### src/rtl/ntt_bitrev_sequencer_pkg.sv
// ntt_bitrev_sequencer_pkg: default NTT widths and the index bit-reversal function shared by NTT blocks
package ntt_bitrev_sequencer_pkg;

    localparam int DEF_DATA_W = 8;
    localparam int DEF_LOG_N  = 3;
    localparam int MAX_LOG_N  = 10;

    // Mirror the low w bits of i; bits above w come back as zero
    function automatic logic [MAX_LOG_N-1:0] bitrev(input logic [MAX_LOG_N-1:0] i, input int w);
        logic [MAX_LOG_N-1:0] r;
        r = '0;
        for (int b = 0; b < w; b++) r[b] = i[w-1-b];
        return r;
    endfunction

endpackage

### src/rtl/ntt_bitrev_sequencer_addr.sv
// ntt_bitrev_addr: combinational LOG_N-bit index mirror used on the read address
module ntt_bitrev_addr
    import ntt_bitrev_sequencer_pkg::*;
#(
    parameter int LOG_N = DEF_LOG_N
) (
    input  logic [LOG_N-1:0] idx,
    output logic [LOG_N-1:0] rev
);

    assign rev = LOG_N'(bitrev(MAX_LOG_N'(idx), LOG_N));

endmodule

### src/rtl/ntt_bitrev_sequencer.sv
// ntt_bitrev_sequencer: ping-pong buffer taking natural-order coefficients and draining each frame bit-reversed; BITREV_BYPASS_EN adds a per-frame natural-order bypass
module ntt_bitrev_sequencer
    import ntt_bitrev_sequencer_pkg::*;
#(
    parameter int DATA_W = DEF_DATA_W,
    parameter int LOG_N  = DEF_LOG_N
) (
    input  logic              clk,
    input  logic              rst,
`ifdef BITREV_BYPASS_EN
    input  logic              bypass,
`endif
    input  logic              in_valid,
    output logic              in_ready,
    input  logic [DATA_W-1:0] in_data,
    output logic              out_valid,
    input  logic              out_ready,
    output logic [DATA_W-1:0] out_data,
    output logic              out_last,
    output logic              busy
);

    localparam int N = 1 << LOG_N;
    localparam logic [LOG_N-1:0] LAST = '1;

    logic [DATA_W-1:0] bank0 [N];
    logic [DATA_W-1:0] bank1 [N];
    logic              wr_bank, rd_bank;
    logic [LOG_N-1:0]  wr_cnt, rd_cnt;
    logic [1:0]        full;
    logic              wr_acc, rd_acc;
    logic [LOG_N-1:0]  rev_addr, rd_addr;
    logic [DATA_W-1:0] rd_word;

    assign in_ready  = !rst && !full[wr_bank];
    assign wr_acc    = in_valid && in_ready;
    assign out_valid = full[rd_bank];
    assign rd_acc    = out_valid && out_ready;

    ntt_bitrev_addr #(.LOG_N(LOG_N)) u_addr (
        .idx (rd_cnt),
        .rev (rev_addr)
    );

`ifdef BITREV_BYPASS_EN
    logic [1:0] mode;
    assign rd_addr = mode[rd_bank] ? rd_cnt : rev_addr;
`else
    assign rd_addr = rev_addr;
`endif

    assign rd_word  = rd_bank ? bank1[rd_addr] : bank0[rd_addr];
    assign out_data = out_valid ? rd_word : '0;
    assign out_last = out_valid && rd_cnt == LAST;
    assign busy     = |full || wr_cnt != '0;

    // Coefficient storage; contents are don't-care until a frame is written
    always_ff @(posedge clk) begin
        if (wr_acc) begin
            if (wr_bank) bank1[wr_cnt] <= in_data;
            else         bank0[wr_cnt] <= in_data;
        end
    end

    // Bank pointers, beat counters and full flags; write and read completions hit different banks
    always_ff @(posedge clk or posedge rst) begin
        if (rst) begin
            wr_bank <= 1'b0;
            rd_bank <= 1'b0;
            wr_cnt  <= '0;
            rd_cnt  <= '0;
            full    <= 2'b00;
`ifdef BITREV_BYPASS_EN
            mode    <= 2'b00;
`endif
        end else begin
            if (wr_acc) begin
                wr_cnt <= wr_cnt + 1'b1;
`ifdef BITREV_BYPASS_EN
                if (wr_cnt == '0) mode[wr_bank] <= bypass;
`endif
                if (wr_cnt == LAST) begin
                    full[wr_bank] <= 1'b1;
                    wr_bank       <= !wr_bank;
                end
            end
            if (rd_acc) begin
                rd_cnt <= rd_cnt + 1'b1;
                if (rd_cnt == LAST) begin
                    full[rd_bank] <= 1'b0;
                    rd_bank       <= !rd_bank;
                end
            end
        end
    end

endmodule
### config.mk
export PLATFORM = sky130hd
export DESIGN_NAME = ntt_bitrev_sequencer
export DESIGN_NICKNAME = d
export VERILOG_FILES = /design/src/rtl/ntt_bitrev_sequencer_pkg.sv /design/src/rtl/ntt_bitrev_sequencer_addr.sv /design/src/rtl/ntt_bitrev_sequencer.sv
export SDC_FILE = /design/constraint.sdc
export NUM_CORES = 1
export LEC_CHECK = 0
export CAP_MARGIN = 20
export CORE_MARGIN = 10
export CORE_UTILIZATION = 65
export DETAILED_ROUTE_END_ITERATION = 6
export DONT_BUFFER_PORTS = 1
export PLACE_DENSITY = 0.81
export SETUP_SLACK_MARGIN = 0.4
export SYNTH_ARGS = -nofsm -noshare
export SYNTH_HDL_FRONTEND = slang
export SYNTH_HIERARCHICAL = 1
export SYNTH_SLANG_ARGS = --single-unit
### constraint.sdc
create_clock -name clk -period 5.7 [get_ports clk]
set_input_delay 1.14 -clock clk [delete_from_list [all_inputs] [get_ports clk]]
set_output_delay 1.14 -clock clk [all_outputs]
set_load 0.01 [all_outputs]
==> flow_metrics.py, run 1 <==
metrics = {
    "synth": {
        "yosysSeqAreaShare_pct": 73.6,
        "avgSynthCellArea_um2": 18.3,
        "muxShareOfSynthArea_pct": 13.8,
        "ys_ff_latch": 138,
        "synth_edf_count": 128,
        "synth_cell_type_count": 33,
        "yosysWarnings": 6,
        "synth_compound_area_share_pct": 3.10,
        "synth-xor-area-share_pct": 0.315,
        "yosys.area_share.simple_pct": 5.67,
        "netlist_instances": 304,
        "synthArstFlopShare_pct": 7.25,
        "syn-num-nets": 321,
        "synth_top_family_by_area": "multiplexers",
        "synth_area_mm2": 0.00556,
        "synth_flop_cell": "edfxtp_1",
        "synth_fa_ha_area_share_pct": 1.12,
    },
    "timing": {
        "finalClockSkew_ps": 7.92,
        "finalHoldViolations": 0,
        "rsz0062_at_grt": "no",
        "max-slew-margin-rel_pct": 30.5,
        "finalSetupTns_ps": 0,
        "max_freq_mhz": 251,
        "final.min_clock_period_ps": 3980,
        "finalSetupViolCount": 0,
        "fin_crit_sh_pct": 69.8,
        "drv_slew": 0,
        "worstMarginPinSlew_ps": 1040,
    },
    "finish": {
        "diodes": 0,
        "drive_above_1_share_pct": 20.3,
        "final_common_cell": "edfxtp_1",
        "fillCellCount": 449,
        "area_growth_pct": 13.0,
        "seq_area_mm2": 0.00410,
        "finish.utilization_pct": 76.2,
        "multi_input_area_mm2": 0.00134,
        "layout_common_cells": "edfxtp_1, mux4_2, nand2_1",
        "finalNonFillerCells": 430,
        "nets": 329,
    },
    "pwr": {
        "powerDensity_mw_per_mm2": 511,
        "internal_power_mw": 2.26,
        "p_clk_share_pct": 37.3,
        "total_power_mw": 3.21,
        "power.static_leakage_nw": 2.08,
        "p_seq_share_pct": 40.8,
        "swShare_pct": 29.7,
        "p_sw_mw": 0.955,
        "vdd_drop_max_mv": 0.261,
        "comb_power_share_pct": 21.9,
    },
    "global_route": {
        "overflow": 0,
        "grtUsageMet1_pct": 24.9,
        "antenna_found_initial": 0,
        "grt_usage_pct": 19.5,
        "grt_pass1_vias": 2984,
        "grt_util_met2_pct": 30.6,
        "grt_max_degree": 29,
        "grt_first_pass_wirelength_um": 18200,
        "gr-usage-met3_pct": 6.12,
        "top_usage_layer": "met2",
    },
    "placed_design": {
        "post-place-cells": 397,
        "hpwl_um": 6880,
        "io_buffer_count": 0,
        "routabilityCongestion": 0.807,
    },
    "clock_tree": {
        "cts_post_setup_buffers_inserted": 0,
        "cts_sinks": 138,
        "root_buffer": "clkbuf_8",
        "ctsHtreeMaxLevel": 4,
        "numCtsBuffers": 17,
        "cts_tree": "done",
        "clock_path_buffers": 2,
        "cts.repair.resized": 0,
        "clock_latency_ps": 530,
        "clkTransAtPathRegs_ps": 60,
        "hold_buffers": 0,
    },
    "routing": {
        "antenna_left": 0,
        "drt-total-wl_um": 11800,
        "first_pass_iters": 5,
        "wire_per_inst_um": 27.4,
        "drc": 0,
        "dr_total_vias": 2919,
        "via_per_inst": 6.79,
        "drt-initial-drc-count": 411,
    },
    "setup_path": {
        "critPathKind": "flop to primary output",
        "critPathMaxFanout": 26,
        "cpPeakStageDelay_ps": 940,
        "cp_slowest_cell": "dfrtp_2",
        "cp_top_family": "flip-flops",
        "crit_chain": "buf_4, mux4_2, a32oi_1, o211ai_1",
        "critical_path_buf_inv_count": 1,
        "cp.required_ps": 4560,
        "crit_arrival_ps": 2840,
        "cp-end-kind": "primary output",
        "critPathLaunchType": "flop",
    },
    "die": {
        "fp.coreArea_mm2": 0.00826,
        "die_h_um": 113,
        "die_w_um": 113,
        "dieArea_mm2": 0.0127,
        "rows": 33,
        "ios": 24,
        "initial_core_util_pct": 67.4,
    },
    "worst_hold_path": {
        "hp-class": "primary input to asynchronous set/reset pin",
    },
    "status": {
        "status": "finished clean",
    },
    "job": {
        "max_cap_violations": 0,
    },
}
-- cell type report --
cell class	count	area share, %
Tap cell	105	2.09
Clock buffer	17	6.59
Inverter	4	0.239
Multi-Input combinational cell	144	21.2
Clock inverter	15	3.78
Timing Repair Buffer	7	0.935
Sequential cell	138	65.1
-- final timing paths --
| path | slack, ps | end | cells past startpoint | startpoint |
|---|---|---|---|---|
| max | 1720 | out_data[3] | 4 | rd_cnt[2] |
| min | 500 | rd_bank | 1 | rst |
| max reg2reg | 3440 | bank1[2][4] | 3 | full[1] |
| min reg2reg | 620 | full[1] | 2 | full[1] |
| max in group asynchronous | 4870 | rd_cnt[2] | 1 | rst |
| min in group clk | 620 | full[1] | 2 | full[1] |
-- power by group through the flow --
stage	sequential (mW)	clock, mW	combinational (mW)
2_1_floorplan	1.23	0	0.640
4_1_cts	1.31	1.21	0.695
5_1_grt	1.33	1.26	0.761
3_5_place_dp	1.33	0	0.683
6_report	1.31	1.20	0.703
3_3_place_gp	1.32	0	0.658
-- logic make-up after synthesis --
kind of cell,count (synthesis)
AO/OA/AOI/OAI,23
XOR/XNOR,2
adder cells (fa/ha/maj),5
buffers and inverters,22
flip-flops,138
multiplexers,45
AND/OR/NAND/NOR,69
-- state kept, by name, indices dropped and copies added, names as in the netlist --
name / cells
bank0: 64
bank1: 64
rd_cnt: 3
wr_cnt: 3
full: 2
rd_bank: 1
wr_bank: 1
-- Yosys cell counts (2+ instances only) --
cell type | instances | area, µm²
xnor2_1 | 2 | 17.5
mux4_2 | 25 | 563
nor2_1 | 19 | 71.3
buf_6 | 4 | 45.0
nand2_1 | 22 | 82.6
dfrtp_1 | 10 | 250
buf_4 | 4 | 30.0
nand2b_1 | 2 | 12.5
a21oi_1 | 3 | 15.0
nor3_1 | 4 | 20.0
edfxtp_1 | 128 | 3840
clkbuf_1 | 5 | 18.8
mux2_1 | 4 | 45.0
ha_1 | 5 | 62.6
inv_1 | 3 | 11.3
and2_1 | 2 | 12.5
nand3_1 | 8 | 40.0
a31oi_1 | 2 | 12.5
mux2i_1 | 16 | 160
nand4_1 | 7 | 43.8
a32oi_1 | 7 | 61.3
buf_2 | 5 | 25.0
o211ai_1 | 7 | 52.6
-- routing by layer --
layer | wire, µm | share of wire [%]
met5 | 0 | 0
met4 | 228 | 1.9
met3 | 1080 | 9.2
met2 | 5890 | 50
met1 | 4570 | 39
-- stage by stage --
| stage | worst slack [ps] | hold WS (ps) | cell area [µm²] |
|---|---|---|---|
| after floorplan | 3060 | 474 | 5560 |
| after global placement | 2290 | 559 | 5620 |
| after detailed placement | 2210 | 578 | 5620 |
| after CTS | 1660 | 493 | 6270 |
| after global routing | 1490 | 535 | 6290 |
| final | 1720 | 499 | 6290 |
No activity file was read; power rests on OpenSTA's default activity.
==> inputs of run 2 (changes only) <==
--- a/config.mk
+++ b/config.mk
@@ -7,10 +7,10 @@
 export LEC_CHECK = 0
 export CAP_MARGIN = 20
 export CORE_MARGIN = 10
-export CORE_UTILIZATION = 65
+export CORE_UTILIZATION = 63
 export DETAILED_ROUTE_END_ITERATION = 6
 export DONT_BUFFER_PORTS = 1
-export PLACE_DENSITY = 0.81
+export PLACE_DENSITY = 0.79
 export SETUP_SLACK_MARGIN = 0.4
 export SYNTH_ARGS = -nofsm -noshare
 export SYNTH_HDL_FRONTEND = slang
==> constraint.sdc (replaced) <==
create_clock -name clk -period 4.2 [get_ports clk]
set_input_delay 0.84 -clock clk [delete_from_list [all_inputs] [get_ports clk]]
set_output_delay 0.84 -clock clk [all_outputs]
set_load 0.01 [all_outputs]
==> run 2 against run 1 <==
Effect of this change:
- global-route usage is 1.7 points lower
- register-to-register slack got worse by 1400 ps
- count of clock-buffer cells in the layout is 3 higher
- wire length shrank 6.7%
- largest cell class unchanged
- clock power rose by 10%
- critical endpoint is now out_data[2]
==> flow_metrics.py, run 2 (synthesis results as in run 1) <==
metrics = {
    "status": {
        "status": "finished clean",
    },
    "finish": {
        "diodes": 0,
        "finalNonFillerCells": 432,
        "nets": 328,
        "drive_above_1_share_pct": 19.8,
        "final_common_cell": "edfxtp_1",
        "reg_top3": "bank0: 64 flops, bank1: 64 flops",
        "layout_common_cells": "edfxtp_1, mux4_2, nand2_1",
        "area_growth_pct": 11.0,
    },
    "clock_tree": {
        "cts_post_setup_buffers_inserted": 0,
        "clock_latency_ps": 520,
        "ctsHtreeMaxLevel": 4,
        "root_buffer": "clkbuf_8",
        "clock_path_buffers": 2,
        "numCtsBuffers": 17,
        "cts_tree": "done",
        "cts.repair.resized": 0,
        "hold_buffers": 0,
        "cts_sinks": 138,
        "clkTransAtPathRegs_ps": 60,
    },
    "timing": {
        "max-slew-margin-rel_pct": 33.1,
        "worstMarginPinSlew_ps": 1000,
        "finalClockSkew_ps": 9.88,
        "finalHoldViolations": 0,
        "drv_slew": 0,
        "finalSetupTns_ps": 0,
        "finalSetupViolCount": 0,
        "rsz0062_at_grt": "no",
        "fin_crit_sh_pct": 78.8,
        "max_freq_mhz": 302,
        "final.min_clock_period_ps": 3310,
    },
    "setup_path": {
        "cpPeakStageDelay_ps": 740,
        "crit_arrival_ps": 2470,
        "cp_top_family": "flip-flops",
        "critPathKind": "flop to primary output",
        "critPathLaunchType": "flop",
        "cp.required_ps": 3360,
        "cp-end-kind": "primary output",
        "crit_chain": "buf_12, mux4_2, nand4_1, o211ai_1",
        "cp_slowest_cell": "dfrtp_2",
        "critical_path_buf_inv_count": 1,
        "critPathMaxFanout": 24,
    },
    "global_route": {
        "grt_first_pass_wirelength_um": 17200,
        "overflow": 0,
        "grt_pass1_vias": 2792,
        "antenna_found_initial": 0,
        "grt_usage_pct": 17.9,
        "grt_max_degree": 25,
    },
    "pwr": {
        "internal_power_mw": 2.81,
        "p_seq_share_pct": 43.9,
        "swShare_pct": 30.3,
        "vdd_drop_max_mv": 0.371,
        "powerDensity_mw_per_mm2": 653,
        "p_sw_mw": 1.22,
        "p_clk_share_pct": 32.7,
        "power.static_leakage_nw": 2.02,
        "comb_power_share_pct": 23.4,
    },
    "worst_hold_path": {
        "hp-class": "primary input to asynchronous set/reset pin",
    },
    "placed_design": {
        "routabilityCongestion": 0.920,
        "hpwl_um": 7010,
        "io_buffer_count": 0,
        "post-place-cells": 400,
    },
    "routing": {
        "drt-total-wl_um": 11000,
        "antenna_left": 0,
        "dr_total_vias": 2877,
        "drt-initial-drc-count": 373,
        "drc": 0,
        "via_per_inst": 6.66,
        "first_pass_iters": 5,
        "wire_per_inst_um": 25.4,
    },
    "die": {
        "rows": 34,
        "die_w_um": 114,
        "fp.coreArea_mm2": 0.00868,
        "initial_core_util_pct": 64.1,
        "die_h_um": 114,
        "dieArea_mm2": 0.0130,
        "ios": 24,
    },
    "job": {
        "max_cap_violations": 0,
    },
}
-- run 2: changes by cell type in the layout (fill, tap and decap cells not counted) --
cell	before	now
bufinv_16	5	1
clkbuf_1	0	3
inv_8	2	0
nor3_1	4	3
clkinvlp_4	0	2
clkinv_1	1	0
clkinv_2	0	5
buf_4	6	5
inv_6	3	0
nor3_2	0	1
clkbuf_8	2	1
buf_12	0	1
-- run 2: cell type report --
type | count | area, µm²
Clock buffer | 20 | 425
Clock inverter | 12 | 105
Fill cell | 523 | 2500
Inverter | 4 | 15.0
Multi-Input combinational cell | 144 | 1340
Sequential cell | 138 | 4100
Tap cell | 108 | 135
Timing Repair Buffer | 6 | 57.6
-- run 2: power by group through the flow --
stage	combinational, mW	sequential (mW)	clock, mW
finish	0.944	1.77	1.32
global route	1.01	1.79	1.40
CTS	0.948	1.77	1.33
detailed placement	0.940	1.79	0
global placement	0.919	1.79	0
floorplan	0.868	1.67	0
-- run 2: per-layer routing --
metal | up-vias | share of wire, % | GRT usage, %
met5 | - | 0 | 0
met1 | 1473 | 42 | 24.6
met3 | 13 | 8.0 | 5.41
li1 | 1232 | - | -
met2 | 159 | 49 | 26.3
met4 | 0 | 1.4 | 6.77
-- run 2: final timing paths --
| kind | start | to | slack [ps] | cells past startpoint |
|---|---|---|---|---|
| worst min-delay path | rst | full[0] | 200 | 1 |
| min in group clk | in_data[4] | bank0[6][4] | 410 | 0 |
| max in group asynchronous | rst | rd_cnt[2] | 3690 | 1 |
| worst max register to register | full[1] | bank1[1][2] | 2030 | 3 |
| worst min register to register | wr_bank | wr_bank | 600 | 2 |
| worst max-delay path | rd_cnt[2] | out_data[2] | 890 | 4 |
-- run 2: metrics by stage --
step           instance area (µm²)  total power, mW  hold slack [ps]  setup slack, ps  util (%)
2_1_floorplan                 5560             2.54              474             1860         -
3_3_place_gp                  5640             2.71              557             1410      65.0
3_5_place_dp                  5640             2.73              578             1410      65.0
4_1_cts                       6170             4.05              193              858      71.2
5_1_grt                       6170             4.20              213              676      71.2
6_report                      6170             4.03              199              889      71.2
==> inputs of run 3 (changes only) <==
==> constraint.sdc (replaced) <==
create_clock -name clk -period 3.4 [get_ports clk]
set_input_delay 0.68 -clock clk [delete_from_list [all_inputs] [get_ports clk]]
set_output_delay 0.68 -clock clk [all_outputs]
set_load 0.01 [all_outputs]
==> run 3 against run 2 <==
Effect of this change:
- count of clock-buffer cells in the layout shrank 2
- sequential share of layout area shrank 0.43 points
- flip-flop and latch count is the same
- final cell count grew 0.93%
- combinational power grew 33%
- non-clock buffer count grew 4
- setup slack lost 330 ps
- register-to-register slack lost 790 ps
- critical path depth is the same
- wire length grew 3.4%
- critical path type unchanged
- critical endpoint is now out_data[7]
==> flow_metrics.py, run 3 (synthesis results as in run 1) <==
metrics = {
    "status": {
        "status": "finished clean",
    },
    "placed_design": {
        "routabilityCongestion": 0.841,
        "hpwl_um": 7150,
        "io_buffer_count": 0,
    },
    "timing": {
        "fin_crit_sh_pct": 83.6,
        "max_freq_mhz": 352,
        "rsz0062_at_grt": "no",
        "finalSetupTns_ps": 0,
        "final.min_clock_period_ps": 2840,
        "worstMarginPinSlew_ps": 885,
        "finalHoldViolations": 0,
        "drv_slew": 0,
        "finalClockSkew_ps": 13.1,
        "finalSetupViolCount": 0,
        "max-slew-margin-rel_pct": 40.8,
    },
    "job": {
        "max_cap_violations": 0,
    },
    "clock_tree": {
        "clkTransAtPathRegs_ps": 60,
        "clock_path_buffers": 2,
        "clock_latency_ps": 530,
        "cts_sinks": 138,
        "ctsHtreeMaxLevel": 4,
        "hold_buffers": 0,
        "numCtsBuffers": 17,
        "cts_tree": "done",
        "root_buffer": "clkbuf_8",
    },
    "routing": {
        "via_per_inst": 6.57,
        "drc": 0,
        "drt-initial-drc-count": 290,
        "wire_per_inst_um": 26.0,
        "first_pass_iters": 5,
        "drt-total-wl_um": 11300,
        "antenna_left": 0,
        "dr_total_vias": 2865,
    },
    "die": {
        "dieArea_mm2": 0.0130,
        "fp.coreArea_mm2": 0.00868,
        "die_h_um": 114,
        "ios": 24,
        "rows": 34,
        "die_w_um": 114,
        "initial_core_util_pct": 64.1,
    },
    "finish": {
        "layout_common_cells": "edfxtp_1, mux4_2, nand2_1",
        "reg_top3": "bank0: 64 flops, bank1: 64 flops",
        "final_common_cell": "edfxtp_1",
        "finish.utilization_pct": 71.6,
        "diodes": 0,
        "drive_above_1_share_pct": 21.6,
        "nets": 332,
        "area_growth_pct": 11.7,
    },
    "setup_path": {
        "rrSetupSlack_ps": 1240,
        "cp-end-kind": "primary output",
        "cp.required_ps": 2720,
        "critPathKind": "flop to primary output",
        "rr_startpoint": "full[1]",
        "r2r-end": "bank1[1][2]",
        "rr_worst_depth": 3,
        "crit_arrival_ps": 2160,
        "critPathMaxFanout": 8,
        "critPathLaunchType": "flop",
    },
    "pwr": {
        "vdd_drop_max_mv": 0.484,
        "power.static_leakage_nw": 2.04,
        "powerDensity_mw_per_mm2": 819,
        "total_power_mw": 5.09,
    },
    "global_route": {
        "grt_first_pass_wirelength_um": 17400,
        "overflow": 0,
        "grt_usage_pct": 18.3,
        "grt_pass1_vias": 2975,
        "antenna_found_initial": 0,
        "grt_max_degree": 27,
    },
    "worst_hold_path": {
        "hp-class": "primary input to asynchronous set/reset pin",
    },
}
run 3: cell types whose count changed in the layout (fill, tap and decap cells not counted), sizes merged:
cell and delta:
inv +6, buf +4, clkinv -3, clkbuf -2, clkinvlp -1
run 3: critical path, stage by stage, from the launching register on:
cell	delay, ps
dfrtp_1	530
nor2_1	500
nand2_1	180
a32oi_1	260
o211ai_1	170
run 3: area by class of cell:
| cell class | instances | area [µm²] |
|---|---|---|
| clock inverters | 14 | 135 |
| inverters | 4 | 15.0 |
| clock buffers | 18 | 418 |
| repair buffers | 10 | 78.8 |
| multi-input cells | 144 | 1340 |
| well taps | 108 | 135 |
| fillers | 512 | 2460 |
| flip-flops and latches | 138 | 4100 |
run 3: where the power goes:
group	leakage, nW	internal [mW]	switching [mW]
registers	1.27	1.98	0.138
clock network	0.271	0.984	0.721
logic	0.502	0.535	0.729
run 3: worst max path at each step:
stage | slack (ps) | to | from
finish | 560 | out_data[7] | rd_cnt[0]
global route | 440 | out_data[3] | rd_cnt[2]
CTS | 420 | out_data[7] | rd_cnt[2]
detailed placement | 1000 | out_data[2] | rd_cnt[2]
global placement | 1000 | out_data[4] | rd_cnt[2]
floorplan | 1220 | bank1[0][0] | rst
run 3: layer usage:
layer / GRT usage (%) / share of wire [%]
met1: 22.2 / 40
met2: 29.4 / 50
met3: 6.25 / 7.5
met4: 7.69 / 2.5
met5: 0 / 0
run 3: timing repair:
item                       CTS  global route
setup buffers                0             0
resized for setup            0             3
setup endpoints to repair    0             8
run 3: metrics by stage:
| stage | std cells | area (µm²) | hold WS [ps] | setup slack [ps] |
|---|---|---|---|---|
| floorplan | 304 | 5560 | 474 | 1220 |
| global placement | 404 | 5660 | 561 | 1000 |
| detailed placement | 404 | 5660 | 585 | 1000 |
| CTS | 436 | 6210 | 37.0 | 417 |
| global route | 436 | 6220 | 71.9 | 442 |
| finish | 436 | 6220 | 46.6 | 559 |
